--- config.mk ---
export PLATFORM = sky130hd
export DESIGN_NAME = fifo_rd_serializer
export DESIGN_NICKNAME = d
export VERILOG_FILES = /design/src/rtl/fifo_rd_serializer.sv
export SDC_FILE = /design/constraint.sdc
export NUM_CORES = 1
export LEC_CHECK = 0
export CORE_ASPECT_RATIO = 2
export CORE_MARGIN = 8
export CORE_UTILIZATION = 40
export DETAILED_ROUTE_END_ITERATION = 6
export GPL_ROUTABILITY_DRIVEN = 0
export PLACE_DENSITY = 0.7
export SLEW_MARGIN = 20
export SYNTH_ARGS = -nofsm -noshare
export SYNTH_HDL_FRONTEND = slang
export SYNTH_SLANG_ARGS = --single-unit
--- constraint.sdc ---
create_clock -name clk -period 5.2 [get_ports clk]
set_input_delay 1.04 -clock clk [delete_from_list [all_inputs] [get_ports clk]]
set_output_delay 1.04 -clock clk [all_outputs]
set_load 0.02 [all_outputs]
--- src/rtl/fifo_rd_serializer.sv ---
// Drains a show-ahead FIFO and emits each wide word as IN_W/OUT_W narrow
// valid/ready beats, least-significant slice first, with gapless reload.
module fifo_rd_serializer #(
  parameter int IN_W  = 128,
  parameter int OUT_W = 32
) (
  input  logic             clk,
  input  logic             rstn,
  input  logic             i_empty,
  input  logic [IN_W-1:0]  i_rddata,
  output logic             o_rden,
  input  logic             i_flush,
  output logic             o_valid,
  output logic [OUT_W-1:0] o_data,
  input  logic             i_ready,
  output logic             o_last,
  output logic             o_busy
);

  localparam int RATIO = IN_W / OUT_W;
  localparam int BW    = (RATIO > 1) ? $clog2(RATIO) : 1;
  localparam logic [BW-1:0] LAST_BEAT = BW'(RATIO - 1);
  localparam logic [BW-1:0] ONE       = BW'(1);

  // state | meaning
  // EMPTY | no word held, waiting for the FIFO to present one
  // SEND  | word held, beats being offered downstream
  typedef enum logic {EMPTY = 1'b0, SEND = 1'b1} state_e;

  state_e          state_q, state_d;
  logic [IN_W-1:0] word_q, word_d;
  logic [BW-1:0]   beat_q, beat_d;

  logic full;
  logic last_xfer;
  logic load;

  assign full      = (state_q == SEND);
  assign last_xfer = full && i_ready && (beat_q == LAST_BEAT);
  // rstn gates the pop so a FIFO word is not consumed while the stage is held in reset
  assign load      = rstn && !i_empty && !i_flush && (!full || last_xfer);

  always_ff @(posedge clk or negedge rstn) begin
    if (!rstn) begin
      state_q <= EMPTY;
      word_q  <= '0;
      beat_q  <= '0;
    end else begin
      state_q <= state_d;
      word_q  <= word_d;
      beat_q  <= beat_d;
    end
  end

  always_comb begin
    state_d = state_q;
    word_d  = word_q;
    beat_d  = beat_q;
    if (i_flush) begin
      state_d = EMPTY;
      beat_d  = '0;
    end else if (load) begin
      state_d = SEND;
      word_d  = i_rddata;
      beat_d  = '0;
    end else if (last_xfer) begin
      state_d = EMPTY;
      beat_d  = '0;
    end else if (full && i_ready) begin
      beat_d  = beat_q + ONE;
    end
  end

  always_comb begin
    o_rden  = load;
    o_valid = full;
    o_busy  = full;
    o_last  = full && (beat_q == LAST_BEAT);
    o_data  = word_q[int'(beat_q) * OUT_W +: OUT_W];
  end

endmodule

* Yosys cells after proc, flatten, opt, wreduce, memory -nomap -nowiden *
Cells that the tools add are included.

word-level totals
  output and inout port bits = 36
  input port bits = 133
  bits in registers = 131

cells by class
  reductions and logical operators = 13
  bitwise operators = 1
  multiplexer cells = 7
  equality and inequality tests = 1
  shifts and indexed selects = 1
  add/subtract/negate cells = 1

operators by type and width
  operator             number
  $shiftx 128x8->32    1
  $mux 2               4
  $logic_and 1x1->1    6
  $reduce_bool 4->1    1
  $logic_not 1->1      3
  $mux 1               3
  $reduce_bool 3->1    1
  $add 2x1->2 const B  1
  $eq 2x2->1 const B   1
  $reduce_and 2->1     1
  $logic_or 1x1->1     1
  $not 1->1            1

* Depth between registers and ports, before layout *
Gate-level depths: netlist of run 1.

  depth after elaboration = 6
  depth in mapped cells = 6
  gate-level depth less buffers = 4

* Worst setup path before layout of run 1 *
OpenSTA, ideal clock, no wires.

  path type = input-to-output
  from = in i_empty
  to = out o_rden
  path slack = 2.403 ns
  data arrival time = 1.757 ns
  stages = 3
  required time = 4.160 ns
  cell sequence = nand2b_1 a211oi_2 buf_2

between the ends
  cells in the longest elaborated chain, start to end = 4

RTL lines
  what                             line  text
  start, declared                  9     input logic i_empty,
  $logic_not 1->1                  41    assign load = rstn && !i_empty && !i_flush && (!full || last_xfer);
  $logic_and 1x1->1 (3 in series)  41
  end, declared                    11    output logic o_rden,

No other way between the ends.

* Worst setup path in the final report of run 1 *
  from = reg beat_q[0]
  to = out o_data[27]

between the ends
  cells in the longest elaborated chain, start to end = 1

RTL lines
  what                    line  text
  start, declared         32    logic [BW-1:0] beat_q, beat_d;
  start signal, assigned  51    beat_q <= beat_d;
  $shiftx 128x8->32       79    o_data = word_q[int'(beat_q) * OUT_W +: OUT_W];
  end, declared           14    output logic [OUT_W-1:0] o_data,

No other way between the ends.

==> metrics.md, run 1 <==
| Metric | Value |
|---|---|
| Wire length per cell | `19.95 µm` |
| FF+latch area | `3281 µm²` |
| Period utilization | `73.92%` |
| Yosys top cell by area | `dfrtp_1` |
| Final setup TNS | `0 ps` |
| Die H | `184.6 µm` |
| Synth Area in XOR/XNOR | `0%` |
| CORE AREA | `13,890 µm²` |
| Clock Tree Buf Depth | `2` |
| Top cell type's share of synthesized area | `57.63%` |
| Final hold vios | `0` |
| Grt total ovfl | `0` |
| Post-synthesis adder-cell area fraction | `0.2200%` |
| H-tree Lvls | `4` |
| CTS Buf Count | `17` |
| Grt met2 use | `29.92%` |
| Hold Path Class | `reg2reg` |
| Synth warn | `0` |
| Distinct cell type count after synthesis | `17` |
| RR Startpoint | `beat_q[0]` |
| Register area share after synthesis | `57.63%` |
| First-pass GRT wire length | `22.17 mm` |
| Antenna violations before repair | `1` |
| IO Port Bufs | `168` |
| Clock tree sinks | `131` |
| Vias after detailed routing | `3,488` |
| Clk Latency, worst-skew pair | `410 ps` |
| Vias in the first global route | `4,212` |
| Critical Path AT | `2800 ps` |
| Max-slew violations | `0` |
| Hold_sp | `word_q[77]` |
| Pwr Total | `3.250 mW` |
| Area growth syn-to-layout | `42.85%` |
| Worst Skew | `7.572 ps` |
| Worst hold path depth | `1` |
| Endpoints failing setup | `0` |
| Drt initial violations | `106` |
| Clock Root Buffer | `clkbuf_16` |
| R2r setup slk | `1630 ps` |
| Worst-path cell chain | `buf_4, mux4_2, clkdlybuf4s50_1` |
| Syn avg cell area | `17.39 µm²` |
| RSZ-0062 raised after global routing | `no` |
| Vias/cell | `4.990` |
| Reg clk slew, reported paths | `50 ps` |
| PD cells | `400.0 nW/µm²` |
| Largest net degree at the start of global routing | `76` |
| Largest family of logic cells by synthesized area | `multiplexers` |
| Compound-Gate Fraction of Synth Area | `0.3080%` |
| FF-to-FF End | `word_q[111]` |
| Max Clk Rate | `260.1 MHz` |
| DRC Markers | `0` |
| Post-CTS setup buffer count | `0` |
| Simple-gate share of the synthesized area | `0.6599%` |
| Share of cells above drive strength 1 | `21.61%` |
| Routed WL | `13.94 mm` |
| M1 GR Usage | `15.50%` |
| Top cells by area, synth | `dfrtp_1 58%, mux2_1 18%, mux4_2 13%` |
| CTS tree | `built` |
| Multi-input logic area | `2257 µm²` |
| Nets | `631` |
| Largest delay contributor family on the critical path | `buffers and inverters` |
| Type of the worst setup path | `reg2out` |
| Die ar. | `18,520 µm²` |
| Crit-path max FO | `18` |
| M3 GR Usage | `4.195%` |
| CTS resizes | `0` |
| Crit-path slowest cell | `dfrtp_2` |
| Hold endpoint | `word_q[77]` |
| Final ANT Viol Nets | `0` |
| DRT Pass-1 Iters | `5` |
| Slew HR | `36.11%` |
| Mapped Nets | `461` |
| Startpoint Class | `flop` |
| Util after Layout | `58.49%` |
| # rows | `61` |
| Hold buffer count at cts | `0` |
| Worst Reg-to-Reg Cells | `6` |
| Minimum clock period | `3844 ps` |
| LEAKAGE | `3.258 nW` |
| Num ports | `169` |
| Initial Utilization | `40.95%` |
| CP endpoint kind | `output port` |
| Delay of the slowest cell on the worst path | `750 ps` |
| Max-cap violations | `0` |
| Mux contribution to synthesized area | `38.36%` |
| Worst-margin pin slew | `958.4 ps` |
| Worst VDD drop | `275.0 µV` |
| Total GRT Usage | `15.95%` |
| Global routing's busiest layer | `met2` |
| Post-DP HPWL | `10.35 mm` |
| Chip width | `100.3 µm` |
| Seq cells post-synth | `131` |
| Fillers | `1,128` |
| Critical path buffers and inverters | `2` |
| Synth Instances | `327` |
| Synth Cell Area | `5688 µm²` |
| Required @ worst endpoint | `4160 ps` |
| Run status | `complete, no violations` |
## synthesized netlist by cell type
master,instances
nand2b_1,1
buf_6,6
ha_1,1
a21oi_1,1
mux2_2,38
nor3_1,2
and2_1,1
nor2_1,1
nand2_1,3
dfrtp_1,131
mux4_2,32
clkbuf_1,4
buf_4,5
a211oi_2,1
mux2_1,90
mux2i_1,2
buf_2,8
## kinds of logic (layout without fill, tap and decap cells)
group	count (synthesis)	count (layout)
compound gates	2	2
flops	131	131
mux	162	162
simple gates	8	8
buf+inv	23	205
fa+ha+maj	1	1
other cells	0	1
## how the worst max path moves through the flow
stage,from,cells after the start,slack (ps),to
3_5_place_dp,i_ready,6,1210,word_q[119]
3_3_place_gp,i_empty,6,1280,word_q[118]
4_1_cts,beat_q[0],3,1210,o_data[1]
2_1_floorplan,i_empty,3,2400,o_rden
5_1_grt,beat_q[0],3,1150,o_data[27]
6_report,beat_q[0],3,1360,o_data[27]
## where the power goes
group	internal (mW)	switching, mW
Combinational	0.412	0.249
Sequential	1.24	0.106
Clock	0.814	0.429
Total	2.47	0.784
## layer usage
metal  up-vias  share of wire, %
li1       1547                 -
met1      1825                34
met2       101                58
met3        15               5.3
met4         0               2.2
met5         -                 0
## placed cells by master, fill, tap and decap left out
cell type and count:
and2_1 1, inv_6 1, ha_1 1, clkinvlp_4 4, clkinv_4 2, clkbuf_16 17
clkdlybuf4s50_1 167, mux2i_1 2, nand2b_1 1, nor2_1 1, buf_4 7, mux4_2 32
clkbuf_8 1, dfrtp_2 2, bufinv_16 4, nand2_1 3, mux2_1 90, a211oi_4 1
clkinv_2 1, a21oi_1 1, dfrtp_1 129, nor3_1 2, mux2_2 38, clkbuf_1 1
diode_2 1
## through the flow
stage	std cells	instance area (µm²)	setup WS (ps)	hold slack [ps]
2_1_floorplan	327	5688	2403	452.4
3_3_place_gp	667	7498	1278	461.3
3_5_place_dp	667	7498	1208	472.3
4_1_cts	698	8123	1214	484.0
5_1_grt	699	8125	1154	497.7
6_report	699	8125	1356	479.7
## final cells by class
class / count / area share, %
flip-flops and latches: 131 / 40.38
clock inverters: 12 / 2.233
clock buffers: 19 / 5.451
repair buffers: 174 / 21.22
well taps: 189 / 2.910
multi-input cells: 173 / 27.78
diodes: 1 / 0.03080
## state kept, by name, summed over array words and instances, names as in the netlist
| signal | flops |
|---|---|
| o_busy | 1 |
| beat_q | 2 |
| word_q | 128 |
Power figures use the tool's default switching activity.
==> inputs of run 2 (changes only) <==
--- a/config.mk
+++ b/config.mk
@@ -10,7 +10,7 @@
 export CORE_UTILIZATION = 40
 export DETAILED_ROUTE_END_ITERATION = 6
 export GPL_ROUTABILITY_DRIVEN = 0
-export PLACE_DENSITY = 0.7
+export PLACE_DENSITY = 0.72
 export SLEW_MARGIN = 20
 export SYNTH_ARGS = -nofsm -noshare
 export SYNTH_HDL_FRONTEND = slang
==> constraint.sdc (replaced) <==
create_clock -name clk -period 3.15 [get_ports clk]
set_input_delay 0.63 -clock clk [delete_from_list [all_inputs] [get_ports clk]]
set_output_delay 0.63 -clock clk [all_outputs]
set_load 0.02 [all_outputs]
==> run 2 against run 1 <==
Against the previous run:
- utilization rose by 0.52 points
- hold slack worse by 4.5 ps
- largest power group unchanged
- first-iteration DRC count up 1.9%
- power is 70% higher
- register-to-register slack got worse by 690 ps
==> metrics.md, run 2 (same netlist as run 1, synthesis figures left out) <==
| Metric | Value |
|---|---|
| Reg clk slew, reported paths | `60 ps (was 50 ps)` |
| # rows | `61 (unchanged)` |
| DRT Pass-1 Iters | `4 (was 5)` |
| Fillers | `1,121 (was 1,128)` |
| Total GRT Usage | `16.34% (was 15.95%)` |
| Startpoint Class | `flop (unchanged)` |
| Post-Place Cell Area | `7526 µm² (was 7498 µm²)` |
| RSZ-0062 raised after global routing | `no (unchanged)` |
| Initial Utilization | `40.95% (unchanged)` |
| Gate power share | `19.9% (was 20.3%)` |
| First-pass GRT wire length | `22.49 mm (was 22.17 mm)` |
| Wire length per cell | `20.38 µm (was 19.95 µm)` |
| Num ports | `169 (unchanged)` |
| CP endpoint kind | `output port (unchanged)` |
| Clk Latency, worst-skew pair | `400 ps (was 410 ps)` |
| Max-cap violations | `0 (unchanged)` |
| Post-Layout Cell Count | `702 (was 699)` |
| Final setup TNS | `0 ps (unchanged)` |
| Clock Root Buffer | `clkbuf_16 (unchanged)` |
| Final ANT Viol Nets | `0 (unchanged)` |
| Final hold vios | `0 (unchanged)` |
| Worst Reg-to-Reg Cells | `5 (was 6)` |
| Max Clk Rate | `344.7 MHz` |
| Hold buffer count at cts | `0 (unchanged)` |
| Antenna violations before repair | `2 (was 1)` |
| Sw frac | `23.77% (was 24.12%)` |
| Sequential power share | `40.3% (was 41.4%)` |
| Internal Power | `4.200 mW (was 2.466 mW)` |
| Crit-path max FO | `14 (was 18)` |
| CTS resizes | `0 (unchanged)` |
| Crit-path slowest cell | `mux4_2 (was dfrtp_2)` |
| Post-CTS setup buffer count | `0 (unchanged)` |
| Delay of the slowest cell on the worst path | `590 ps (was 750 ps)` |
| Nets | `633 (was 631)` |
| CTS tree | `built (unchanged)` |
| Number of flip-flops under the largest register name | `128 (unchanged)` |
| Type of the worst setup path | `reg2out (unchanged)` |
| LEAKAGE | `3.299 nW (was 3.258 nW)` |
| Die H | `184.6 µm (unchanged)` |
| Run status | `complete, no violations (unchanged)` |
| FF+latch area | `3281 µm² (unchanged)` |
| Critical Path AT | `2270 ps (was 2800 ps)` |
| RR Startpoint | `beat_q[0] (unchanged)` |
| Share of cells above drive strength 1 | `22.11% (was 21.61%)` |
| Die ar. | `18,520 µm² (unchanged)` |
| CORE AREA | `13,890 µm² (unchanged)` |
| IO Port Bufs | `168 (unchanged)` |
| CTS Buf Count | `17 (unchanged)` |
| Endpoints failing setup | `0 (unchanged)` |
| Worst-path cell chain | `buf_4, mux4_2, clkdlybuf4s50_1 (unchanged)` |
| Vias/cell | `4.973 (was 4.990)` |
| R2r setup slk | `940 ps (was 1630 ps)` |
| Grt total ovfl | `0 (unchanged)` |
| PD cells | `672.2 nW/µm² (was 400.0 nW/µm²)` |
| Minimum clock period | `2901 ps` |
| Vias in the first global route | `4,090 (was 4,212)` |
| Multi-input logic area | `2257 µm² (unchanged)` |
| Clock tree sinks | `131 (unchanged)` |
| Commonest non-fill, non-tap cells in the layout | `167 x clkdlybuf4s50_1, 129 x dfrtp_1, 90 x mux2_1, 38 x mux2_2, 32 x mux4_2 (unchanged)` |
| Cells after DPL | `669 (was 667)` |
| Worst Skew | `9.603 ps (was 7.572 ps)` |
| Drt initial violations | `108 (was 106)` |
| Clock Power Share | `39.8% (was 38.2%)` |
| FF-to-FF End | `word_q[106] (was word_q[111])` |
| H-tree Lvls | `4 (unchanged)` |
| Largest net degree at the start of global routing | `131 (was 76)` |
| DRC Markers | `0 (unchanged)` |
| Chip width | `100.3 µm (unchanged)` |
| Routed WL | `14.31 mm (was 13.94 mm)` |
| Period utilization | `92.09%` |
| Most common cell after layout, fill and taps aside | `clkdlybuf4s50_1 (unchanged)` |
| Hold Path Class | `in2async (was reg2reg)` |
| Worst VDD drop | `516.5 µV (was 275.0 µV)` |
| Area growth syn-to-layout | `44.13% (was 42.85%)` |
| Slew HR | `35.40% (was 36.11%)` |
| Post-DP HPWL | `10.54 mm (was 10.35 mm)` |
| Switch Pwr | `1.310 mW (was 783.7 µW)` |
| Post-route cell area | `8198 µm² (was 8125 µm²)` |
| Vias after detailed routing | `3,491 (was 3,488)` |
| Clock Tree Buf Depth | `2 (unchanged)` |
| Required @ worst endpoint | `2520 ps (was 4160 ps)` |
| Most flop-heavy register | `word_q (unchanged)` |
| Worst-margin pin slew | `969.0 ps (was 958.4 ps)` |
| Max-slew violations | `0 (unchanged)` |
==> run 2: layout make-up <==
class	count	share of cell area, %
antenna	2	0.06105
clock buffer	20	5.693
clock inverter	11	2.442
multi-input combinational	173	27.53
sequential	131	40.02
tap	189	2.885
timing repair buffer	176	21.37
==> run 2: layer usage <==
| layer | part of all wire [%] | global-route usage [%] |
|---|---|---|
| met1 | 33 | 15.24 |
| met2 | 59 | 30.84 |
| met3 | 5.5 | 4.800 |
| met4 | 2.6 | 8.354 |
| met5 | 0 | 0 |
==> run 2: worst max path at each step <==
stage | from | endpoint | slack (ps) | depth (start not counted)
2_1_floorplan | beat_q[0] | o_data[10] | 1090 | 3
3_3_place_gp | i_ready | o_rden | 280 | 4
3_5_place_dp | i_empty | o_rden | 270 | 4
4_1_cts | beat_q[0] | o_data[14] | 190 | 3
5_1_grt | beat_q[0] | o_data[13] | 160 | 3
6_report | beat_q[0] | o_data[14] | 250 | 3
==> run 2: power groups by stage <==
stage	combinational (mW)	sequential, mW	clock, mW
2_1_floorplan	0.628	2.18	0
3_3_place_gp	1.09	2.22	0
3_5_place_dp	1.12	2.25	0
4_1_cts	1.12	2.22	2.25
5_1_grt	1.18	2.27	2.33
6_report	1.10	2.22	2.19
==> run 2: through the flow <==
stage          setup slack [ps]  utilization (%)  power, mW  hold WS [ps]
4_1_cts                   189.4            58.98      5.595         484.3
5_1_grt                   155.6            59.02      5.773         501.6
6_report                  249.1            59.02      5.510         475.2
3_3_place_gp              275.0            54.18      3.304         462.8
3_5_place_dp              268.3            54.18      3.368         470.8
2_1_floorplan              1091                -      2.808         334.4
==> run 2: worst max-delay path: cells and delay by family (launching register included) <==
family                 cells  cell delay (ps)
muxes                      1              590
DFF                        1              380
buffers and inverters      2              890
==> inputs of run 3 (changes only) <==
--- a/config.mk
+++ b/config.mk
@@ -5,12 +5,14 @@
 export SDC_FILE = /design/constraint.sdc
 export NUM_CORES = 1
 export LEC_CHECK = 0
+export CELL_PAD_IN_SITES_DETAIL_PLACEMENT = 1
+export CELL_PAD_IN_SITES_GLOBAL_PLACEMENT = 1
 export CORE_ASPECT_RATIO = 2
 export CORE_MARGIN = 8
-export CORE_UTILIZATION = 40
+export CORE_UTILIZATION = 35
 export DETAILED_ROUTE_END_ITERATION = 6
 export GPL_ROUTABILITY_DRIVEN = 0
-export PLACE_DENSITY = 0.72
+export PLACE_DENSITY = 0.86
 export SLEW_MARGIN = 20
 export SYNTH_ARGS = -nofsm -noshare
 export SYNTH_HDL_FRONTEND = slang
==> run 3 against run 2 <==
Against the previous run:
- sequential power is essentially flat
- critical path type unchanged
- highest routed layer unchanged
- global-route usage decreased by 1.0 points
- clock power shrank 12%
- critical path depth is 1 higher
- power is 4.3% lower
- non-clock buffer count fell by 2
- cell count up 1.7%
- die area increased by 12%
- maximum frequency decreased by 2.1%
- largest cell class unchanged
==> metrics.md, run 3 (same netlist as run 1, synthesis figures left out) <==
| Metric | Value |
|---|---|
| Vias in the first global route | `4,250 (was 4,090)` |
| Wire length per cell | `21.03 µm (was 20.38 µm)` |
| CORE AREA | `16,100 µm² (was 13,890 µm²)` |
| Worst-margin pin slew | `769.5 ps (was 969.0 ps)` |
| Critical Path AT | `2330 ps (was 2270 ps)` |
| Worst-path cell chain | `ha_1, nand2_1, a211oi_4, clkdlybuf4s50_1 (was buf_4, mux4_2, clkdlybuf4s50_1)` |
| Max-cap violations | `0 (unchanged)` |
| # rows | `66 (was 61)` |
| Grt total ovfl | `0 (unchanged)` |
| Vias after detailed routing | `3,482 (was 3,491)` |
| Total GRT Usage | `15.33% (was 16.34%)` |
| Final ANT Viol Nets | `0 (unchanged)` |
| R2r setup slk | `680 ps (was 940 ps)` |
| Fillers | `1,571 (was 1,121)` |
| Num ports | `169 (unchanged)` |
| Crit-path max FO | `11 (was 14)` |
| Most flop-heavy register | `word_q (unchanged)` |
| Antenna violations before repair | `0 (was 2)` |
| LEAKAGE | `3.267 nW (was 3.299 nW)` |
| Startpoint Class | `flop (unchanged)` |
| Minimum clock period | `2963 ps (was 2901 ps)` |
| IO Port Bufs | `168 (unchanged)` |
| PD cells | `646.8 nW/µm² (was 672.2 nW/µm²)` |
| Largest net degree at the start of global routing | `131 (unchanged)` |
| Worst Skew | `9.671 ps (was 9.603 ps)` |
| Final setup TNS | `0 ps (unchanged)` |
| Die ar. | `20,830 µm² (was 18,520 µm²)` |
| Nets | `631 (was 633)` |
| Post-route cell area | `8157 µm² (was 8198 µm²)` |
| Area growth syn-to-layout | `43.40% (was 44.13%)` |
| Reg clk slew, reported paths | `60 ps (about the same)` |
| Largest delay contributor family on the critical path | `buffers and inverters (unchanged)` |
| Max Clk Rate | `337.5 MHz (was 344.7 MHz)` |
| Chip width | `106.1 µm (was 100.3 µm)` |
| Period utilization | `94.05% (was 92.09%)` |
| RSZ-0062 raised after global routing | `no (unchanged)` |
| Worst VDD drop | `399.4 µV (was 516.5 µV)` |
| Run status | `complete, no violations (unchanged)` |
| N_diodes | `0 (was 2)` |
| Max-slew violations | `0 (unchanged)` |
| Clock tree sinks | `131 (unchanged)` |
| Post-DP HPWL | `10.46 mm (was 10.54 mm)` |
| Hold buffer count at cts | `0 (unchanged)` |
| Required @ worst endpoint | `2520 ps (about the same)` |
| H-tree Lvls | `4 (unchanged)` |
| First-pass GRT wire length | `24.53 mm (was 22.49 mm)` |
| Die H | `196.3 µm (was 184.6 µm)` |
| Most common cell after layout, fill and taps aside | `clkdlybuf4s50_1 (unchanged)` |
| Clock Root Buffer | `clkbuf_16 (unchanged)` |
| Share of cells above drive strength 1 | `21.76% (was 22.11%)` |
| Hold Path Class | `in2async (unchanged)` |
| Final hold vios | `0 (unchanged)` |
| Commonest non-fill, non-tap cells in the layout | `167 x clkdlybuf4s50_1, 129 x dfrtp_1, 90 x mux2_1, 38 x mux2_2, 32 x mux4_2 (unchanged)` |
| Critical path buffers and inverters | `1 (was 2)` |
| CTS tree | `built (unchanged)` |
| Initial Utilization | `35.32% (was 40.95%)` |
| Delay of the slowest cell on the worst path | `670 ps (was 590 ps)` |
| Vias/cell | `4.877 (was 4.973)` |
| Number of flip-flops under the largest register name | `128 (unchanged)` |
| CTS Buf Count | `17 (unchanged)` |
| Crit-path slowest cell | `clkdlybuf4s50_1 (was mux4_2)` |
| CP endpoint kind | `output port (unchanged)` |
| Post-Place Cell Area | `7571 µm² (was 7526 µm²)` |
| Clock Tree Buf Depth | `2 (unchanged)` |
| Routed WL | `15.02 mm (was 14.31 mm)` |
| Drt initial violations | `95 (was 108)` |
| DRC Markers | `0 (unchanged)` |
| DRT Pass-1 Iters | `4 (unchanged)` |
| Clk Latency, worst-skew pair | `410 ps (was 400 ps)` |
| Endpoints failing setup | `0 (unchanged)` |
| Type of the worst setup path | `reg2out (unchanged)` |
| Slew HR | `48.70% (was 35.40%)` |
run 3: metrics by stage:
step	std cells	power, mW	setup slack [ps]	hold WS [ps]	util (%)
floorplan	327	2.808	1091	334.4	-
detailed placement	682	3.382	292.1	468.6	47.02
global placement	682	3.314	315.3	460.8	47.02
finish	714	5.276	187.3	337.0	50.65
CTS	714	5.363	67.11	341.2	50.61
global route	714	5.546	54.27	378.5	50.65
run 3: routing by layer:
layer	global-route usage (%)	share of wire (%)	up-vias
li1	-	-	1553
met1	18.99	43	1769
met2	23.30	46	149
met3	7.230	9.5	11
met4	4.252	0.84	0
met5	0	0	-
run 3: cell type report:
| type | count | area [µm²] | area share (%) |
|---|---|---|---|
| Clock buffer | 19 | 442.9 | 5.430 |
| Tap cell | 204 | 255.2 | 3.129 |
| Timing Repair Buffer | 174 | 1782 | 21.84 |
| Clock inverter | 13 | 136.4 | 1.672 |
| Sequential cell | 131 | 3283 | 40.25 |
| Multi-Input combinational cell | 173 | 2257 | 27.67 |
run 3: final timing paths:
check / start / endpoint / cells past startpoint
max: beat_q[0] / o_rden / 4
min: rstn / beat_q[0] / 2
max reg2reg: beat_q[0] / word_q[117] / 5
min reg2reg: word_q[81] / word_q[81] / 1
max in group asynchronous: rstn / word_q[12] / 3
min in group clk: word_q[81] / word_q[81] / 1
run 3: worst register-to-register path: cells and delay by family, from the launching register on:
| family | cells | cell delay [ps] |
|---|---|---|
| AO/OA/AOI/OAI | 1 | 320 |
| adder cells (fa/ha/maj) | 1 | 240 |
| buffers and inverters | 1 | 510 |
| flip-flops | 1 | 560 |
| multiplexers | 1 | 590 |
| AND/OR/NAND/NOR | 1 | 130 |
run 3: what timing repair did:
item,4_1_cts,5_1_grt
setup endpoints to repair,0,1
resized for setup,0,1
setup buffers,0,0
run 3: power by group:
group          internal, mW  switching [mW]  leakage, nW  total (mW)
Combinational         0.685           0.425         1.42        1.11
Sequential             2.05           0.189         1.56        2.24
Clock                  1.19           0.742        0.287        1.93
==> patch (flow settings as in run 2) <==
Make the reset (`rstn`) synchronous in one clocked block.
--- a/src/rtl/fifo_rd_serializer.sv
+++ b/src/rtl/fifo_rd_serializer.sv
@@ -40,7 +40,7 @@
   // rstn gates the pop so a FIFO word is not consumed while the stage is held in reset
   assign load      = rstn && !i_empty && !i_flush && (!full || last_xfer);
 
-  always_ff @(posedge clk or negedge rstn) begin
+  always_ff @(posedge clk) begin
     if (!rstn) begin
       state_q <= EMPTY;
       word_q  <= '0;
Formal check against the unedited RTL: differs if rstn is asserted again (counterexample within 4 cycles, from zero or initial values and one cycle with rstn low); with rstn held inactive, the same outputs for 4 cycles.
==> patch against run 2 <==
Wire length up 6.3%. Sequential cell count unchanged. Final area grew 1.9%. Register-to-register slack improved by 80 ps. Synthesized cell count rose by 84%. Final cell count rose by 38%. Sequential share of layout area is 8.6 points lower. Critical path depth up 2. Setup slack worse by 150 ps. Synthesized area up 5.0%. Via count grew 30%.
Power is not compared: it rests on default switching activity, and its combinational part moved more than twofold at a synthesized area within 25%.
==> patch: results (changes against run 2) <==
| Metric | Value |
|---|---|
| Synth top area cells | `dfxtp_1, mux2i_1, mux4_2` |
| DR vias/cell | `4.69 (-5.6%)` |
| Syn nets | `735 (+59%)` |
| Sequential element share of the synthesized area | `43.9% (-14 points)` |
| Mapped Cells | `601 (+84%)` |
| M1 WL | `5280 µm (+12%)` |
| First-pass GRT wire length | `24000 µm (+6.7%)` |
| Hold crit path type | `flop to flop` |
| DRT iter0 DRCs | `118 (+9.3%)` |
| Proportion of layout cells with a drive suffix above 1 | `9.48% (-13 points)` |
| Worst relative slew slack | `39.7% (+4.3 points)` |
| Hpwl dp | `11300 µm (+7.7%)` |
| Worst path max stage delay | `670 ps (+80 ps)` |
| Arrival time at the worst endpoint | `2420 ps (+150 ps)` |
| Crit path max fanout | `4 (-10)` |
| Placed cell count | `933 (+39%)` |
| Asr flop ratio synth | `0% (-100 points)` |
| Outcome | `complete, no violations` |
| Routed wl met3 | `688 µm (-12%)` |
| Met2 routed WL | `8700 µm (+3.1%)` |
| All-Layer GR Usage | `16.1% (-0.23 points)` |
| Commonest cells in the synthesized netlist | `dfxtp_1, nand2_1, inv_1` |
| Initial antenna violation count | `1 (-1)` |
| Fill cells | `1299 (+16%)` |
| Clock Skew | `6.79 ps (-2.81 ps)` |
| Crit-path slowest cell | `clkdlybuf4s50_1` |
| Final Non-Filler Cells | `966 (+38%)` |
| Largest net degree at the start of global routing | `129 (-1.5%)` |
| Unique masters post-synth | `21 (+4)` |
| Dpl ws | `93.3 ps (-175 ps)` |
| Net count, final | `891 (+41%)` |
## patch: changes by cell type after synthesis, moves of 15 or more
cell and change:
mux2_2 -38, nand2_1 +127, dfxtp_1 +131, clkbuf_1 +15, mux2i_1 +126, mux2_1 -90
inv_1 +129, dfrtp_1 -131
## patch: area by class of cell
class                      count  share of cell area, %
antenna                        1                 0.0300
clock buffer                  20                   5.35
clock inverter                12                   2.73
inverter                     129                   5.80
multi-input combinational    303                   30.9
sequential                   131                   31.4
tap                          195                   2.92
timing repair buffer         175                   20.9
## patch: power by group through the flow
stage / clock network, mW / registers [mW] / logic (mW)
2_1_floorplan: 0 / 1.81 / 0.253
3_3_place_gp: 0 / 1.82 / 0.486
6_report: 2.22 / 1.79 / 0.492
3_5_place_dp: 0 / 1.83 / 0.496
4_1_cts: 2.27 / 1.79 / 0.500
5_1_grt: 2.34 / 1.80 / 0.531
## patch: worst paths after layout
check                    from          end  slack [ps]  cells past startpoint
setup / recovery      i_ready       o_rden         100                      5
hold / removal    word_q[104]  word_q[104]         460                      2
setup reg to reg    beat_q[0]   word_q[45]        1020                      5
hold reg to reg   word_q[104]  word_q[104]         460                      2
## patch: per-layer routing
metal | GRT usage (%) | vias up
li1 | - | 2214
met4 | 8.54 | 0
met3 | 3.96 | 21
met5 | 0 | -
met2 | 30.4 | 115
met1 | 15.0 | 2183
## patch: stage by stage
step	total power, mW	instance area [µm²]	util [%]	hold slack (ps)
2_1_floorplan	2.07	5970	-	435
3_3_place_gp	2.31	7680	52.1	441
3_5_place_dp	2.32	7680	52.1	453
4_1_cts	4.56	8350	56.7	461
5_1_grt	4.67	8350	56.7	471
6_report	4.51	8350	56.7	458
## patch: logic make-up (layout without fill, tap and decap cells)
kind of cell,Yosys count,after routing,synth area share (%)
xor gates and xnor gates,1,1,0.147
AOI/OAI and AO/OA,3,3,0.377
buffers and inverters,167,336,13.0
muxes,160,160,33.5
and+or+nand+nor,138,138,8.86
DFF,131,131,43.9
other,0,1,0
adders and majority gates,1,1,0.209
## patch: worst reg2reg max path, delay by kind of cell, from the launching register on
family          cells  cell delay [ps]
compound gates      1              250
fa+ha+maj           1              220
buf+inv             1              610
flops               1              320
mux                 1              430
simple gates        1              200
